<file path="src/rtl/flash_sample_reader_pkg.sv">
// Shared types and defaults for the flash sample reader.
package flash_sample_reader_pkg;

  typedef enum logic [2:0] {
    IDLE       = 3'd0,
    REQ        = 3'd1,
    WAIT_DATA  = 3'd2,
    OUT_FIRST  = 3'd3,
    WAIT_TICK  = 3'd4,
    OUT_SECOND = 3'd5
  } state_t;

  typedef logic signed [15:0] sample_t;

  localparam int TIMEOUT_CYCLES_DEFAULT = 255;

endpackage

</file>
<file path="src/rtl/flash_read_timeout.sv">
// Read-data watchdog: a down-counter reloaded whenever the reader is not
// waiting for data, flagging expiry on terminal count.
module flash_read_timeout
  import flash_sample_reader_pkg::*;
#(
  parameter int TIMEOUT_CYCLES = TIMEOUT_CYCLES_DEFAULT
) (
  input  logic clk,
  input  logic rst,
  input  logic run,
  output logic expired
);

  localparam int CNT_W = (TIMEOUT_CYCLES > 1) ? $clog2(TIMEOUT_CYCLES) : 1;
  localparam logic [CNT_W-1:0] LOAD = CNT_W'(TIMEOUT_CYCLES - 1);

  logic [CNT_W-1:0] cnt;

  // Reload while idle so each wait starts a fresh TIMEOUT_CYCLES window.
  always_ff @(posedge clk) begin
    if (rst || !run) begin
      cnt <= LOAD;
    end else if (cnt != '0) begin
      cnt <= cnt - 1'b1;
    end
  end

  assign expired = run && (cnt == '0);

endmodule

</file>
<file path="src/rtl/flash_sample_reader.sv">
// Fetches one 32-bit word from flash per two sample ticks and plays it out as
// two signed 16-bit samples, half-word order chosen by playback direction.
// Optional build macro FLASH_READ_TIMEOUT_EN adds a read-data watchdog and
// a timeout output.
//
// state      | meaning
// IDLE       | waiting for tick to start a word fetch
// REQ        | Avalon read asserted, waiting out waitrequest
// WAIT_DATA  | read accepted, waiting for readdatavalid
// OUT_FIRST  | first half-word presented (sample_valid high)
// WAIT_TICK  | waiting for tick to present second half-word
// OUT_SECOND | second half-word presented, change pulsed
module flash_sample_reader
  import flash_sample_reader_pkg::*;
#(
  parameter int ADDR_W         = 23,
  parameter int TIMEOUT_CYCLES = TIMEOUT_CYCLES_DEFAULT
) (
  input  logic              clk,
  input  logic              rst,
  input  logic              tick,
  input  logic [ADDR_W-1:0] address,
  input  logic              forward,
  output logic              change,
  output logic              flash_read,
  output logic [ADDR_W-1:0] flash_address,
  input  logic              flash_waitrequest,
  input  logic [31:0]       flash_readdata,
  input  logic              flash_readdatavalid,
  output sample_t           sample,
  output logic              sample_valid,
  output logic              overrun
`ifdef FLASH_READ_TIMEOUT_EN
  ,
  output logic              timeout
`endif
);

  state_t  state, state_n;
  sample_t other_half;

  logic ld_addr;
  logic capture;
  logic to_hit;
  logic play_second;
  logic tick_drop;
  logic expired;

`ifdef FLASH_READ_TIMEOUT_EN
  flash_read_timeout #(
    .TIMEOUT_CYCLES(TIMEOUT_CYCLES)
  ) u_timeout (
    .clk    (clk),
    .rst    (rst),
    .run    (state == WAIT_DATA),
    .expired(expired)
  );
`else
  logic unused_timeout_cfg;
  assign unused_timeout_cfg = (TIMEOUT_CYCLES != 0);
  assign expired = 1'b0;
`endif

  // State register.
  always_ff @(posedge clk) begin
    if (rst) begin
      state <= IDLE;
    end else begin
      state <= state_n;
    end
  end

  // Next-state decode plus single-cycle datapath strobes.
  always_comb begin
    state_n     = state;
    ld_addr     = 1'b0;
    capture     = 1'b0;
    to_hit      = 1'b0;
    play_second = 1'b0;
    tick_drop   = 1'b0;
    case (state)
      IDLE: begin
        if (tick) begin
          ld_addr = 1'b1;
          state_n = REQ;
        end
      end
      REQ: begin
        tick_drop = tick;
        if (!flash_waitrequest) state_n = WAIT_DATA;
      end
      WAIT_DATA: begin
        tick_drop = tick;
        if (flash_readdatavalid) begin
          capture = 1'b1;
          state_n = OUT_FIRST;
        end else if (expired) begin
          to_hit  = 1'b1;
          state_n = OUT_FIRST;
        end
      end
      OUT_FIRST: begin
        tick_drop = tick;
        state_n   = WAIT_TICK;
      end
      WAIT_TICK: begin
        if (tick) begin
          play_second = 1'b1;
          state_n     = OUT_SECOND;
        end
      end
      OUT_SECOND: begin
        tick_drop = tick;
        state_n   = IDLE;
      end
      default: state_n = IDLE;
    endcase
  end

  // Registered outputs; the second half-word is parked so direction changes
  // after capture cannot reorder the pair.
  always_ff @(posedge clk) begin
    if (rst) begin
      flash_read    <= 1'b0;
      flash_address <= '0;
      sample        <= '0;
      other_half    <= '0;
      sample_valid  <= 1'b0;
      change        <= 1'b0;
      overrun       <= 1'b0;
    end else begin
      flash_read   <= (state_n == REQ);
      sample_valid <= capture | to_hit | play_second;
      change       <= play_second;
      overrun      <= tick_drop;
      if (ld_addr) flash_address <= address;
      if (capture) begin
        sample     <= forward ? sample_t'(flash_readdata[15:0]) : sample_t'(flash_readdata[31:16]);
        other_half <= forward ? sample_t'(flash_readdata[31:16]) : sample_t'(flash_readdata[15:0]);
      end else if (to_hit) begin
        sample     <= '0;
        other_half <= '0;
      end else if (play_second) begin
        sample <= other_half;
      end
    end
  end

`ifdef FLASH_READ_TIMEOUT_EN
  // Timeout pulse coincides with the substituted zero sample.
  always_ff @(posedge clk) begin
    if (rst) timeout <= 1'b0;
    else     timeout <= to_hit;
  end
`endif

endmodule
</file>
<file path="config.mk">
export PLATFORM = sky130hd
export DESIGN_NAME = flash_sample_reader
export DESIGN_NICKNAME = d
export VERILOG_FILES = /design/src/rtl/flash_sample_reader_pkg.sv /design/src/rtl/flash_read_timeout.sv /design/src/rtl/flash_sample_reader.sv
export SDC_FILE = /design/constraint.sdc
export NUM_CORES = 1
export LEC_CHECK = 0
export ABC_AREA = 1
export CAP_MARGIN = 10
export CORE_UTILIZATION = 41
export CTS_CLUSTER_DIAMETER = 60
export DETAILED_ROUTE_END_ITERATION = 8
export PLACE_DENSITY = 0.76
export SLEW_MARGIN = 20
export SYNTH_ARGS = -nofsm -noshare
export SYNTH_HDL_FRONTEND = slang
export SYNTH_SLANG_ARGS = --single-unit
</file>
<file path="constraint.sdc">
create_clock -name clk -period 1.17 [get_ports clk]
set_input_delay 0.2925 -clock clk [delete_from_list [all_inputs] [get_ports clk]]
set_output_delay 0.2925 -clock clk [all_outputs]
set_load 0.01 [all_outputs]
</file>
==> Implementation_results.wiki, run 1 <==
{| class="wikitable"
! Metric !! Value
|-
| Peak VDD IR || 0.000516 V
|-
| Worst hold slack || 0.400 ns
|-
| Maximum number of pins on one net before global-route repair || 31
|-
| Worst Setup End Kind || flip-flop
|-
| Tightest Pin Transition || 0.239 ns
|-
| Clock skew || 0.00956 ns
|-
| Total clock buffers created by CTS || 9
|-
| Static power due to leakage || 0.00208 uW
|-
| Slowest cell on crit path || dfxtp_2
|-
| Violated checks || setup timing
|-
| Combinational group share of total power || 18.8%
|-
| Placed cell count || 626
|-
| Critical path required time || 1.40 ns
|-
| Number of antenna-violating nets in the routed design || 0
|-
| Number of flip-flops and latches in the synthesized netlist || 62
|-
| Area of the die || 0.00760 mm^2
|-
| Leading cell type in the layout, fill and taps excluded || nand2_1
|-
| First-pass GRT wire length || 12,700 um
|-
| Kind of cell adding the most delay to the critical path || simple AND/OR/NAND/NOR gates
|-
| Final period utilization || 101%
|-
| TritonCTS Sinks || 62
|-
| Switching power share of the total || 25.2%
|-
| Mapped Nets || 489
|-
| Setup WS post-layout || -0.0153 ns
|-
| NetSw || 1390 uW
|-
| Leading cell types in the layout, fill and taps excluded || nand2_1 (154), clkdlybuf4s50_1 (57), dfxtp_1 (45), buf_2 (42), a21oi_1 (39)
|-
| Setup-violating endpoint count in the final report || 3
|-
| Routability-driven placement congestion ratio || 0.862
|-
| Share of layout cells above drive strength 1 || 24.6%
|-
| Slowest cell delay on critical path || 0.35 ns
|-
| RSZ-0062 raised after global routing || yes
|-
| Layout fillers || 654
|-
| Syn-to-layout area delta || 44.3%
|-
| Total via count after detailed routing || 3,024
|-
| Min cycle time layout || 1.19 ns
|-
| Total track usage || 21.5%
|-
| Clock tree buffer depth || 2
|-
| Critical path, cell by cell || inv_2 > nand4_4 > buf_12 > nand2_4 > inv_8 > nor2_2 > nor2_1
|-
| Result of the run || complete, but fails checks
|-
| Sequential fraction of design power || 42.0%
|-
| CP bufs+invs || 3
|-
| Fmax || 844 MHz
|-
| Max transition margin || 84.1%
|-
| Multi-input logic area || 0.00144 mm^2
|-
| Starting utilization of the core area || 43.1%
|-
| Storage cell area || 0.00126 mm^2
|-
| Setup crit start kind || flip-flop
|-
| Crit Path Category || flip-flop to flip-flop
|-
| Share of the yosys chip area belonging to registers || 41.7%
|-
| Port buffer count || 103
|-
| Deepest level of the CTS H-tree || 3
|-
| Hold_buf cts || 0
|-
| Post-synth design cell area || 0.00298 mm^2
|-
| Number of global-route vias before repair || 2,822
|-
| Post-placement worst setup slack || -0.403 ns
|-
| Antenna violations before repair || 0
|-
| HPWL Detailed || 5640 um
|-
| Areal power density over the cells || 1290 mW/mm^2
|-
| Class of the tightest hold or removal check || primary input to flip-flop
|-
| Number of top-level pins || 104
|-
| Worst-path fanout max || 17
|-
| Remaining global-route overflow || 0
|-
| Initial detailed-routing violation count || 201
|-
| Arrival time of data at the critical path endpoint || 1.41 ns
|-
| Final instance count without filler cells || 644
|-
| Clock-pin transition on the worst setup and hold timing paths || 0.07 ns
|-
| Die width || 87.2 um
|-
| Yosys warning count || 0
|-
| CTS tree || yes
|-
| Floorplan die height || 87.2 um
|-
| Clock root buffer || clkbuf_8
|-
| Final-report max-slew violation count || 0
|-
| Routed Wire Length || 7900 um
|-
| WL/cell || 12.3 um
|-
| Total count of hold-check failures in the final report || 0
|-
| Detailed-routing iteration count for the pre-antenna-repair pass || 4
|-
| Average via count per standard cell || 4.70
|-
| Number of nets in the final layout || 604
|-
| Std-Cell Core Area || 0.00691 mm^2
|-
| Count of mapped cells out of synthesis || 428
|-
| Average instance area after synthesis || 6.95 um^2
|-
| Final antenna diode count || 0
|-
| DRC Markers || 0
|-
| Clk Latency, worst-skew pair || 0.33 ns
|-
| Clock share of power || 39.2%
|-
| Number of max-cap violations || 0
|-
| Number of unique standard cell types used by synthesis || 26
|-
| Cell Int Power || 4140 uW
|-
| Site Rows || 30
|}
==> synth_stat cells <==
master    number  area share [%]
clkbuf_1       8             1.0
o21ai_1        1            0.17
dfxtp_1       62              42
nand3_2        1            0.34
nand2_2       11             2.3
nand2_4        1            0.38
nand4_4        1            0.71
nor2_2         3            0.63
o21ai_0       23             3.9
buf_8          1            0.50
nand2_1      154              19
a21oi_1       39             6.6
inv_4          2            0.42
nor3_1         1            0.17
buf_6          7             2.6
buf_12         1            0.67
nand3_1       17             2.9
nor2_4         1            0.38
clkbuf_2       1            0.17
nor2_1        36             4.5
nand3_4        1            0.59
a21oi_2        3            0.88
nand3b_1      16             4.0
inv_1         26             3.3
buf_2          9             1.5
inv_2          2            0.25
==> power by group through the flow <==
stage               clock network [uW]  logic [uW]  registers, uW
floorplan                            0         478           2420
global route                      2310        1150           2330
CTS                               2190        1040           2320
finish                            2170        1040           2320
detailed placement                   0        1110           2370
global placement                     0        1090           2360
==> metrics by stage <==
step	util (%)	setup TNS (ns)	total power, uW	cell area, um^2
2_1_floorplan	-	0	2900	2990
3_3_place_gp	60.6	-20.15	3450	4190
3_5_place_dp	60.6	-20.97	3480	4190
4_1_cts	62.2	-0.0282	5550	4300
5_1_grt	62.2	-2.02	5790	4300
6_report	62.2	-0.0351	5530	4300
==> registers in the layout (all words and copies together) (netlist names) <==
register       flops
state              3
overrun            1
sample            16
other_half        16
change             1
flash_address     23
flash_read         1
sample_valid       1
==> metal layers <==
layer	GRT usage (%)	vias to the layer above	routed length, um
met3	5.21	6	428
met4	7.00	0	81
met1	25.6	1343	3450
li1	-	1591	-
met5	0	-	0
met2	37.9	84	3940
==> timing repair <==
action,4_1_cts,5_1_grt
resized for setup,195,21
gates cloned,1,0
endpoints found under the setup margin,83,62
buffers inserted,0,1
==> worst min-delay path, stage by stage <==
cell and delay, ns:
dlygate4sd2_1 0.29, nand2_1 0.08, nor2_1 0.03
==> kinds of logic (layout without fill, tap and decap cells) <==
family,count (synthesis),after routing,synth area share [%]
flops,62,62,41.7
compound gates,66,66,11.5
simple gates,243,243,36.4
buf+inv,57,177,10.5
==> final timing paths <==
kind | start | end | slack, ns | cells past startpoint
setup reg to reg | state[0] | sample[1] | -0.02 | 7
hold / removal | tick | overrun | 0.40 | 3
hold reg to reg | flash_address[8] | flash_address[8] | 0.44 | 2
setup / recovery | state[0] | sample[1] | -0.02 | 7
==> layout make-up <==
type,count,area share (%)
Clock buffer,13,3.93
Clock inverter,3,1.51
Inverter,30,2.91
Multi-Input combinational cell,309,33.6
Sequential cell,62,29.4
Tap cell,96,2.80
Timing Repair Buffer,131,25.8
Power figures use the tool's default switching activity.
==> run 2, diff against run 1 <==
SYNTH_HIERARCHICAL = 1   (was default)
==> results of run 2 <==
The final DEF is identical to that of run 1; final timing and power are the same.
Among the figures that moved: Yosys warning count 0 -> 6
